## config.mk

```make
export PLATFORM = sky130hd
export DESIGN_NAME = hex_to_ps2_tx
export DESIGN_NICKNAME = d
export VERILOG_FILES = /design/src/rtl/hex_to_ps2_tx.sv
export SDC_FILE = /design/constraint.sdc
export NUM_CORES = 1
export LEC_CHECK = 0
export ABC_AREA = 1
export ABC_CLOCK_PERIOD_IN_PS = 2160
export BUFFER_PORTS_ARGS = -buffer_cell sky130_fd_sc_hd__buf_2
export CAP_MARGIN = 20
export CELL_PAD_IN_SITES_DETAIL_PLACEMENT = 1
export CELL_PAD_IN_SITES_GLOBAL_PLACEMENT = 1
export CORE_MARGIN = 8
export CORE_UTILIZATION = 40
export DETAILED_ROUTE_END_ITERATION = 8
export PLACE_DENSITY = 0.8
export SKIP_LAST_GASP = 1
export SLEW_MARGIN = 25
export SYNTH_ARGS = -nofsm -noshare
export SYNTH_HDL_FRONTEND = slang
export SYNTH_SLANG_ARGS = --single-unit
```

## constraint.sdc

```tcl
create_clock -name clk -period 2.16 [get_ports clk]
set_input_delay 0.108 -clock clk [delete_from_list [all_inputs] [get_ports clk]]
set_output_delay 0.108 -clock clk [all_outputs]
set_load 0.05 [all_outputs]
```

## src/rtl/hex_to_ps2_tx.sv

```systemverilog
// hex_to_ps2_tx: sends the PS/2 set-2 make code for a 4-bit hex value as a
// device-driven PS/2 stream. The bit clock and data are generated locally.
//
// Build option: define HEX_TO_PS2_TX_BREAK_CODE_EN to send make, F0, make
// with an idle gap between frames. When it is left undefined, only the make
// byte is sent.
//
// Handshake: start is a single-cycle request. It is honoured only when the
// FSM is in IDLE. An accepted start raises busy on the next cycle, and busy
// stays high through FIN, where done pulses for one cycle. A start with
// hex > 8'h0F is refused: err pulses on the next cycle and busy stays low.
// A start that arrives while busy is high is dropped.
`timescale 1ns/1ps

module hex_to_ps2_tx #(
  parameter int CLK_DIV    = 2500,
  parameter int GAP_CYCLES = 5000
) (
  input  logic       clk,
  input  logic       reset,
  input  logic [7:0] hex,
  input  logic       start,
  output logic       busy,
  output logic       done,
  output logic       err,
  output logic       ps2_clk,
  output logic       ps2_data
);

  localparam int MAX_CNT = (CLK_DIV > GAP_CYCLES) ? CLK_DIV : GAP_CYCLES;
  localparam int DW      = $clog2(MAX_CNT + 1);

  localparam logic [DW-1:0] HALF_LAST = DW'(CLK_DIV - 1);
  localparam logic [3:0]    LAST_BIT  = 4'd10;
`ifdef HEX_TO_PS2_TX_BREAK_CODE_EN
  localparam logic [DW-1:0] GAP_LAST  = DW'(GAP_CYCLES - 1);
`endif

  typedef enum logic [2:0] {
    IDLE   = 3'd0,
    BIT_HI = 3'd1,
    BIT_LO = 3'd2,
    GAP    = 3'd3,
    FIN    = 3'd4
  } state_t;

  // Kept as a named enum so that checkers can bind to the FSM state.
  state_t          state;
  logic [DW-1:0]   div_cnt;
  logic [3:0]      bit_cnt;
  logic [7:0]      cur_byte;
`ifdef HEX_TO_PS2_TX_BREAK_CODE_EN
  logic [7:0]      make_code;
  logic [1:0]      frame_idx;
`endif

  // Set-2 make code for each hex digit.
  function automatic logic [7:0] make_of(input logic [3:0] h);
    logic [7:0] c;
    case (h)
      4'h0: c = 8'h45;
      4'h1: c = 8'h16;
      4'h2: c = 8'h1E;
      4'h3: c = 8'h26;
      4'h4: c = 8'h25;
      4'h5: c = 8'h2E;
      4'h6: c = 8'h36;
      4'h7: c = 8'h3D;
      4'h8: c = 8'h3E;
      4'h9: c = 8'h46;
      4'hA: c = 8'h1C;
      4'hB: c = 8'h32;
      4'hC: c = 8'h21;
      4'hD: c = 8'h23;
      4'hE: c = 8'h24;
      default: c = 8'h2B;
    endcase
    return c;
  endfunction

  // Frame bit idx of an 11-bit frame. Bit 0 is the start bit, bits 1-8 are
  // the data LSB first, bit 9 is odd parity and bit 10 is the stop bit.
  function automatic logic frame_bit(input logic [7:0] b, input logic [3:0] idx);
    logic r;
    if (idx == 4'd0)       r = 1'b0;
    else if (idx <= 4'd8)  r = b[3'(idx - 4'd1)];
    else if (idx == 4'd9)  r = ~^b;
    else                   r = 1'b1;
    return r;
  endfunction

  // Single FSM that registers every output. ps2_data is updated only on
  // entry to BIT_HI.
  always_ff @(posedge clk) begin
    if (reset) begin
      state     <= IDLE;
      busy      <= 1'b0;
      done      <= 1'b0;
      err       <= 1'b0;
      ps2_clk   <= 1'b1;
      ps2_data  <= 1'b1;
      div_cnt   <= '0;
      bit_cnt   <= '0;
      cur_byte  <= '0;
`ifdef HEX_TO_PS2_TX_BREAK_CODE_EN
      make_code <= '0;
      frame_idx <= '0;
`endif
    end else begin
      done <= 1'b0;
      err  <= 1'b0;
      case (state)
        IDLE: begin
          if (start) begin
            if (hex[7:4] != 4'h0) begin
              err <= 1'b1;
            end else begin
              cur_byte  <= make_of(hex[3:0]);
`ifdef HEX_TO_PS2_TX_BREAK_CODE_EN
              make_code <= make_of(hex[3:0]);
              frame_idx <= 2'd0;
`endif
              state     <= BIT_HI;
              busy      <= 1'b1;
              ps2_clk   <= 1'b1;
              ps2_data  <= 1'b0;
              div_cnt   <= '0;
              bit_cnt   <= '0;
            end
          end
        end

        BIT_HI: begin
          if (div_cnt == HALF_LAST) begin
            div_cnt <= '0;
            ps2_clk <= 1'b0;
            state   <= BIT_LO;
          end else begin
            div_cnt <= div_cnt + 1'b1;
          end
        end

        BIT_LO: begin
          if (div_cnt == HALF_LAST) begin
            div_cnt <= '0;
            ps2_clk <= 1'b1;
            if (bit_cnt == LAST_BIT) begin
              ps2_data <= 1'b1;
`ifdef HEX_TO_PS2_TX_BREAK_CODE_EN
              if (frame_idx == 2'd2) begin
                state <= FIN;
                done  <= 1'b1;
              end else begin
                state     <= GAP;
                frame_idx <= frame_idx + 2'd1;
              end
`else
              state <= FIN;
              done  <= 1'b1;
`endif
            end else begin
              bit_cnt  <= bit_cnt + 4'd1;
              ps2_data <= frame_bit(cur_byte, bit_cnt + 4'd1);
              state    <= BIT_HI;
            end
          end else begin
            div_cnt <= div_cnt + 1'b1;
          end
        end

        GAP: begin
`ifdef HEX_TO_PS2_TX_BREAK_CODE_EN
          if (div_cnt == GAP_LAST) begin
            div_cnt  <= '0;
            bit_cnt  <= '0;
            ps2_data <= 1'b0;
            cur_byte <= (frame_idx == 2'd1) ? 8'hF0 : make_code;
            state    <= BIT_HI;
          end else begin
            div_cnt <= div_cnt + 1'b1;
          end
`else
          state <= IDLE;
          busy  <= 1'b0;
`endif
        end

        FIN: begin
          state <= IDLE;
          busy  <= 1'b0;
        end

        default: begin
          state    <= IDLE;
          busy     <= 1'b0;
          ps2_clk  <= 1'b1;
          ps2_data <= 1'b1;
        end
      endcase
    end
  end

endmodule

```

# --- Yosys cells after proc, flatten, opt, wreduce, memory -nomap -nowiden ---
# Memory sizes are Yosys's and may differ from the RTL's. A register that Yosys moved wholly into a read port is not among the register bits.
# Cells that the tools add are included.
op_classes:
  addsub: 3
  order_cmp: 2
  n_eq_ne: 12
  n_mux: 33
  bitwise: 8
  reduce_logical: 18
ops:
  columns: ["operator", "count"]
  rows:
  - ["13-bit two-way mux", 3]
  - ["13-bit case mux with 2 select lines", 1]
  - ["4-bit two-way mux", 4]
  - ["3-bit two-way mux", 5]
  - ["1-bit two-way mux", 14]
  - ["13-bit by 1-bit adder with 13-bit output, second input constant", 1]
  - ["13-bit by 12-bit == test with 1-bit output, second input constant", 1]
  - ["2-bit inequality test, second input constant", 5]
  - ["5-bit AND reduction", 2]
  - ["3-bit case mux with 3 select lines", 1]
  - ["3-bit AND reduction", 3]
  - ["3-bit OR reduction", 3]
  - ["4-bit == test, second input constant", 2]
  - ["1-bit NOT", 8]
  - ["4-bit case mux with 2 select lines", 1]
  - ["4-bit AND reduction", 2]
  - ["8-bit XNOR reduction", 1]
  - ["3-bit by 2-bit == test with 1-bit output, second input constant", 2]
  - ["4-bit by 1-bit adder with 4-bit output, second input constant", 1]
  - ["4-bit less-or-equal comparator, second input constant", 1]
  - ["4-bit logical NOT", 1]
  - ["3-bit by 4-bit less-than comparator with 1-bit output, second input constant", 1]
  - ["1-bit case mux with 4 select lines", 1]
  - ["2-bit nonzero test", 2]
  - ["other kinds (9)", 10]
totals:
  ff_bits: 33
  rom_bits: 112
  input_bits: 11
  out_inout_bits: 5
  wordCells: 86
  memories: 1
mem_list:
  columns: ["memory", "depth", "width", "rd", "rd_ports_with_merged_regs", "wr", "line", "source"]
  rows:
  - ["(name not given)", 16, 7, 1, 1, 0, "60", "case (h)"]

# --- Longest topological paths before layout ---
logic_depth:
  word_depth: 9
  depth_mapped: 12
  mapped_depth_nobuf: 12

# --- Worst setup path after synthesis ---
# OpenSTA, ideal clock, no wires.
synth_path:
  path_type: "register to register"
  from: "reg bit_cnt[0]"
  to: "reg ps2_data"
  setup_ns: 0.115
  t_arrival_ns: 1.421
  required_ns: 2.045
  slack_ns: 0.624
  path_stages_with_launch: 13
  path_buffers: 0
  synth_period_minus_slack_ns: 1.536
  path_cell_list: "dfxtp_1 > inv_1 > ha_1 > inv_1 > nand2_1 > nand3_1 > o21ai_0 > nand2_1 > nand3_1 > nand3_1 > nand2_1 > nand2_1 > nand2_1"
synth_between:
  elab_chain_len: 9
  elab_cells_between_ends: 14
  classes_between: "2 x add/sub; 1 x order compare; 2 x eq/ne; 8 x mux; 1 x reduce/logical"
synth_lines:
  columns: ["element", "line", "source"]
  rows:
  - ["from (decl)", "50", "logic [3:0] bit_cnt;"]
  - ["from (signal assigned)", "162", "bit_cnt <= bit_cnt + 4'd1;"]
  - ["4-bit by 1-bit adder with 4-bit output", "163", "ps2_data <= frame_bit(cur_byte, bit_cnt + 4'd1);"]
  - ["3-bit by 1-bit subtractor with 3-bit output", "86", "else if (idx <= 4'd8) r = b[3'(idx - 4'd1)];"]
  - ["1-bit binary-select mux with 3-bit select", "86", null]
  - ["1-bit two-way mux (implied by the code)", "86", null]
  - ["1-bit two-way mux", "86", null]
  - ["1-bit two-way mux", "85", "if (idx == 4'd0) r = 1'b0;"]
  - ["1-bit two-way mux *", "147", "if (bit_cnt == LAST_BIT) begin"]
  - ["1-bit two-way mux *", "144", "if (div_cnt == HALF_LAST) begin"]
  - ["1-bit case mux with 3 select lines *", "112", "case (state)"]
  - ["to (signal assigned)", "163", null]
  - ["to (decl)", "27", "output logic ps2_data"]
# Every way passes the cells marked *; elsewhere a longest branch is shown, timed or not. The select of a mux whose other input is x is not followed.
# A chain may end at the register's enable or synchronous reset.

# --- Worst setup path in the final report ---
# Same ends and word-level chain as after synthesis.

==> summary.md <==
The run finished with clean final reports. Data arrives at the worst endpoint at 1.93 ns. The run gives 0 as the number of max-slew violations in the final report. The post-synthesis mux area share is 0%.

The run gives 358 as the final net count. The total power per unit cell area is 532.1 nW/um^2, and the initial standard-cell utilization of the core is 40.77%. For the net switching component of the power, the log shows 0.3243 mW. The worst setup path is launched from a register. Combinational cells account for 11.3% of the total power. The run gives 0 as the number of maximum-capacitance constraint violations. After detailed routing, the number of remaining DRC violations is 0.

The synthesized netlist devotes 14.49% of its cell area to compound gates. Of the total synthesized cell area, the portion taken by XOR and XNOR cells is 1.704%. Initial antenna violation count: 0. The run gives 0 as the number of buffers inserted to repair setup after CTS. Clock tree synthesis selected as its root buffer the cell clkbuf_8. For the number of hold violations in the final report, the log shows 0. The floorplan step defined a die boundary enclosing 7690 um^2. Global routing used 15.52% of the available tracks. Dividing the detail-routed via count by the number of cells gives 5.066. The transition time of the tightest slew-check pin was 0.5145 ns. The tools report the placer's final routability congestion estimate as 0.8206. The library cell used most frequently in the layout, excluding fill and tap cells, is nand2_1.

Share of the clock period used by the worst path: 81.21%. Cells with a size suffix above 1 make up 12.46% of the layout. For this block, the via count after detailed routing is 2062. The mean routed wirelength per cell works out to 13.37 um. The worst pin sits at a relative slew slack of 65.66%. The number of clock buffers added by TritonCTS is 5. The post-synthesis sequential element count is 32, and the via count of the first global-routing pass is 2143. Of the total synthesized cell area, the portion taken by AND, OR, NAND and NOR gates is 36.28%. Dividing the synthesized area by the synthesized cell count gives 6.485 um^2. The tools report the post-route standard cell area excluding fillers as 2303 um^2. Derived from the worst setup path, the maximum achievable clock frequency is 0.5701 GHz. The multi-input combinational cells in the finished layout cover a total of 1216 um^2.

The share of total power in the clock network was 39.2%. The floorplan has 26 rows. The tools report the sequential area share after synthesis as 31.16%. In the final layout, flip-flops and latches occupy 640.6 um^2. Before antenna repair, the detailed router went through 4 iterations.

For the worst setup path, the data required time is 2.33 ns. The run gives 0.2342 mV as the worst vdd rail ir drop. Main combinational cell family by area after synthesis: simple AND/OR/NAND/NOR gates. Entering global routing, the biggest net connects 17 pins.

Final HPWL from detailed placement: 4.394 mm. The global-route congestion overflow total is 0. The detailed router finished its first iteration with 67 violations.

Counting along the longest clock path gives a buffer depth of 2. The H-tree level count was 2; the post-synthesis cell type count was 37. Between clock sinks in the finished design, the worst skew comes to 0.006300 ns. At the later pin of the worst-skew pair, clock insertion delay measures 0.28 ns.

The worst-path maximum fanout was 7. In this run, post-CTS hold repair placed 0 buffers. For the synthesized net count, the log shows 339. The region available for standard cell placement spans 5042 um^2. The tightest min-delay check is of the in2reg type. Counting the fill cells in the layout gives 702.

The number of instances resized during post-cts repair was 0. The total negative slack was 0 ns; the register share of total power was 49.6%. Setup violations remaining at the end of the flow were counted as 0.

Setup repair after global routing left no endpoint under its margin. For this run, the number of Yosys warnings is 0. The worst path in the final design needs a cycle of 1.754 ns, including I/O delays and setup.

The run gives 317 as the synthesized instance count. The proportion of total power due to net switching is 26.46%. The total internal power is 0.9014 mW, and the clock input transition at the sequential cells of the worst setup and hold paths is 0.07 ns. After detailed routing, the total wire length is 5.443 mm.

For this design the static power due to leakage is 0.9996 nW. 0 antenna diodes ended up in the layout. The number of top-level pins was 16.

For the number of nets with antenna violations after detailed routing, the log shows 0. Leaving out fill and tap cells, the most frequent cells in the layout are 83 x nand2_1, 41 x inv_1, 34 x nor2_1. The first global-routing pass estimated 9.515 mm of wire.

The layout overhead on the synthesized area works out to 12.05%. The mapped netlist covers 2056 um^2. After Yosys synthesis, full adders, half adders and majority gates account for 6.695% of the synthesized area.

Counting every sink on the clock net gives 32. The placed instances occupy a cell area of 2213 um^2. Measured along the y axis, the die boundary spans 87.69 um.

In this run the horizontal extent of the chip is 87.69 um. TritonCTS built the clock tree. STA classifies the critical path endpoint as a register.

During placement, the flow inserted port buffers numbering 15. The worst setup path is of the reg2reg kind. The tools report the core occupancy in the finished layout as 45.68%.
-- path summary, 6_finish.rpt --
path                                  from        to  depth (start not counted)  slack (ns)
worst max-delay path            bit_cnt[0]  ps2_data                         12        0.41
worst min-delay path                 start       err                          3        0.14
worst max register to register  bit_cnt[0]  ps2_data                         12        0.41
worst min register to register    ps2_data  ps2_data                          2        0.47
-- sequential cells by signal, indices dropped and copies added (netlist names) --
name      count
err           1
done          1
bit_cnt       4
busy          1
div_cnt      13
ps2_data      1
state         3
cur_byte      7
ps2_clk       1
-- routing by layer --
layer	share of wire [%]	vias up	GRT usage [%]
li1	-	1058	-
met1	45	982	17.08
met2	52	16	28.72
met3	1.7	6	2.814
met4	1.4	0	5.781
met5	0	-	0
-- power by group through the flow --
stage	Combinational [mW]	Sequential [mW]	Clock, mW
2_1_floorplan	0.0862	0.631	0
3_3_place_gp	0.136	0.620	0
3_5_place_dp	0.139	0.621	0
4_1_cts	0.140	0.607	0.497
5_1_grt	0.157	0.608	0.523
6_report	0.138	0.607	0.480
-- cells by family (layout without fill, tap and decap cells) --
logic type | after synthesis | in the layout
AO/OA/AOI/OAI | 54 | 54
flip-flops | 32 | 32
XOR/XNOR | 4 | 4
buffers and inverters | 52 | 72
AND/OR/NAND/NOR | 164 | 164
adder cells (fa/ha/maj) | 11 | 11
-- layout make-up --
cell class              count  share of cell area (%)
clock buffers               8                   3.911
well taps                  70                   3.802
inverters                  47                   7.768
multi-input cells         233                   52.80
flip-flops and latches     32                   27.81
repair buffers             17                   3.911
-- cell usage after synthesis, drive strengths merged --
cell,instances,area [um^2]
a221oi,1,8.760
and2,1,6.260
a41oi,1,8.760
nor2,38,171.4
a21oi,23,115.1
nor4,2,12.51
nand4,5,31.28
clkbuf,3,11.26
o21bai,1,7.510
xor2,3,26.28
dfxtp,32,640.6
inv,46,175.2
nand3,22,120.1
o21ai,24,127.6
nand2,87,346.6
a211oi,1,7.510
buf,2,8.750
a31oi,1,6.260
o32ai,1,8.760
nand3b,1,7.510
o31ai,1,7.510
xnor2,1,8.760
ha,11,137.6
clkinv,1,3.750
nor3,8,50.05
-- metrics by stage --
step,total power [mW],instances,setup WS [ns],hold slack [ns]
after floorplan,0.7177,317,0.6236,0.2895
after global placement,0.7560,399,0.5017,0.4146
after detailed placement,0.7602,399,0.4288,0.4330
after CTS,1.245,407,0.3883,0.1308
after global routing,1.288,407,0.2362,0.1473
final,1.226,407,0.4059,0.1401
-- critical path, cell delays in order, from the launching register on --
cell and delay [ns]:
dfxtp_1 0.44, inv_1 0.13, ha_1 0.37, inv_1 0.13, nand2_1 0.06, nand3_1 0.06
o21ai_0 0.10, nand2_1 0.07, nand3_1 0.07, nand3_1 0.08, nand2_1 0.05, nand2_1 0.05
nand2_1 0.04
Note: power is estimated with default switching activity, not from simulation.
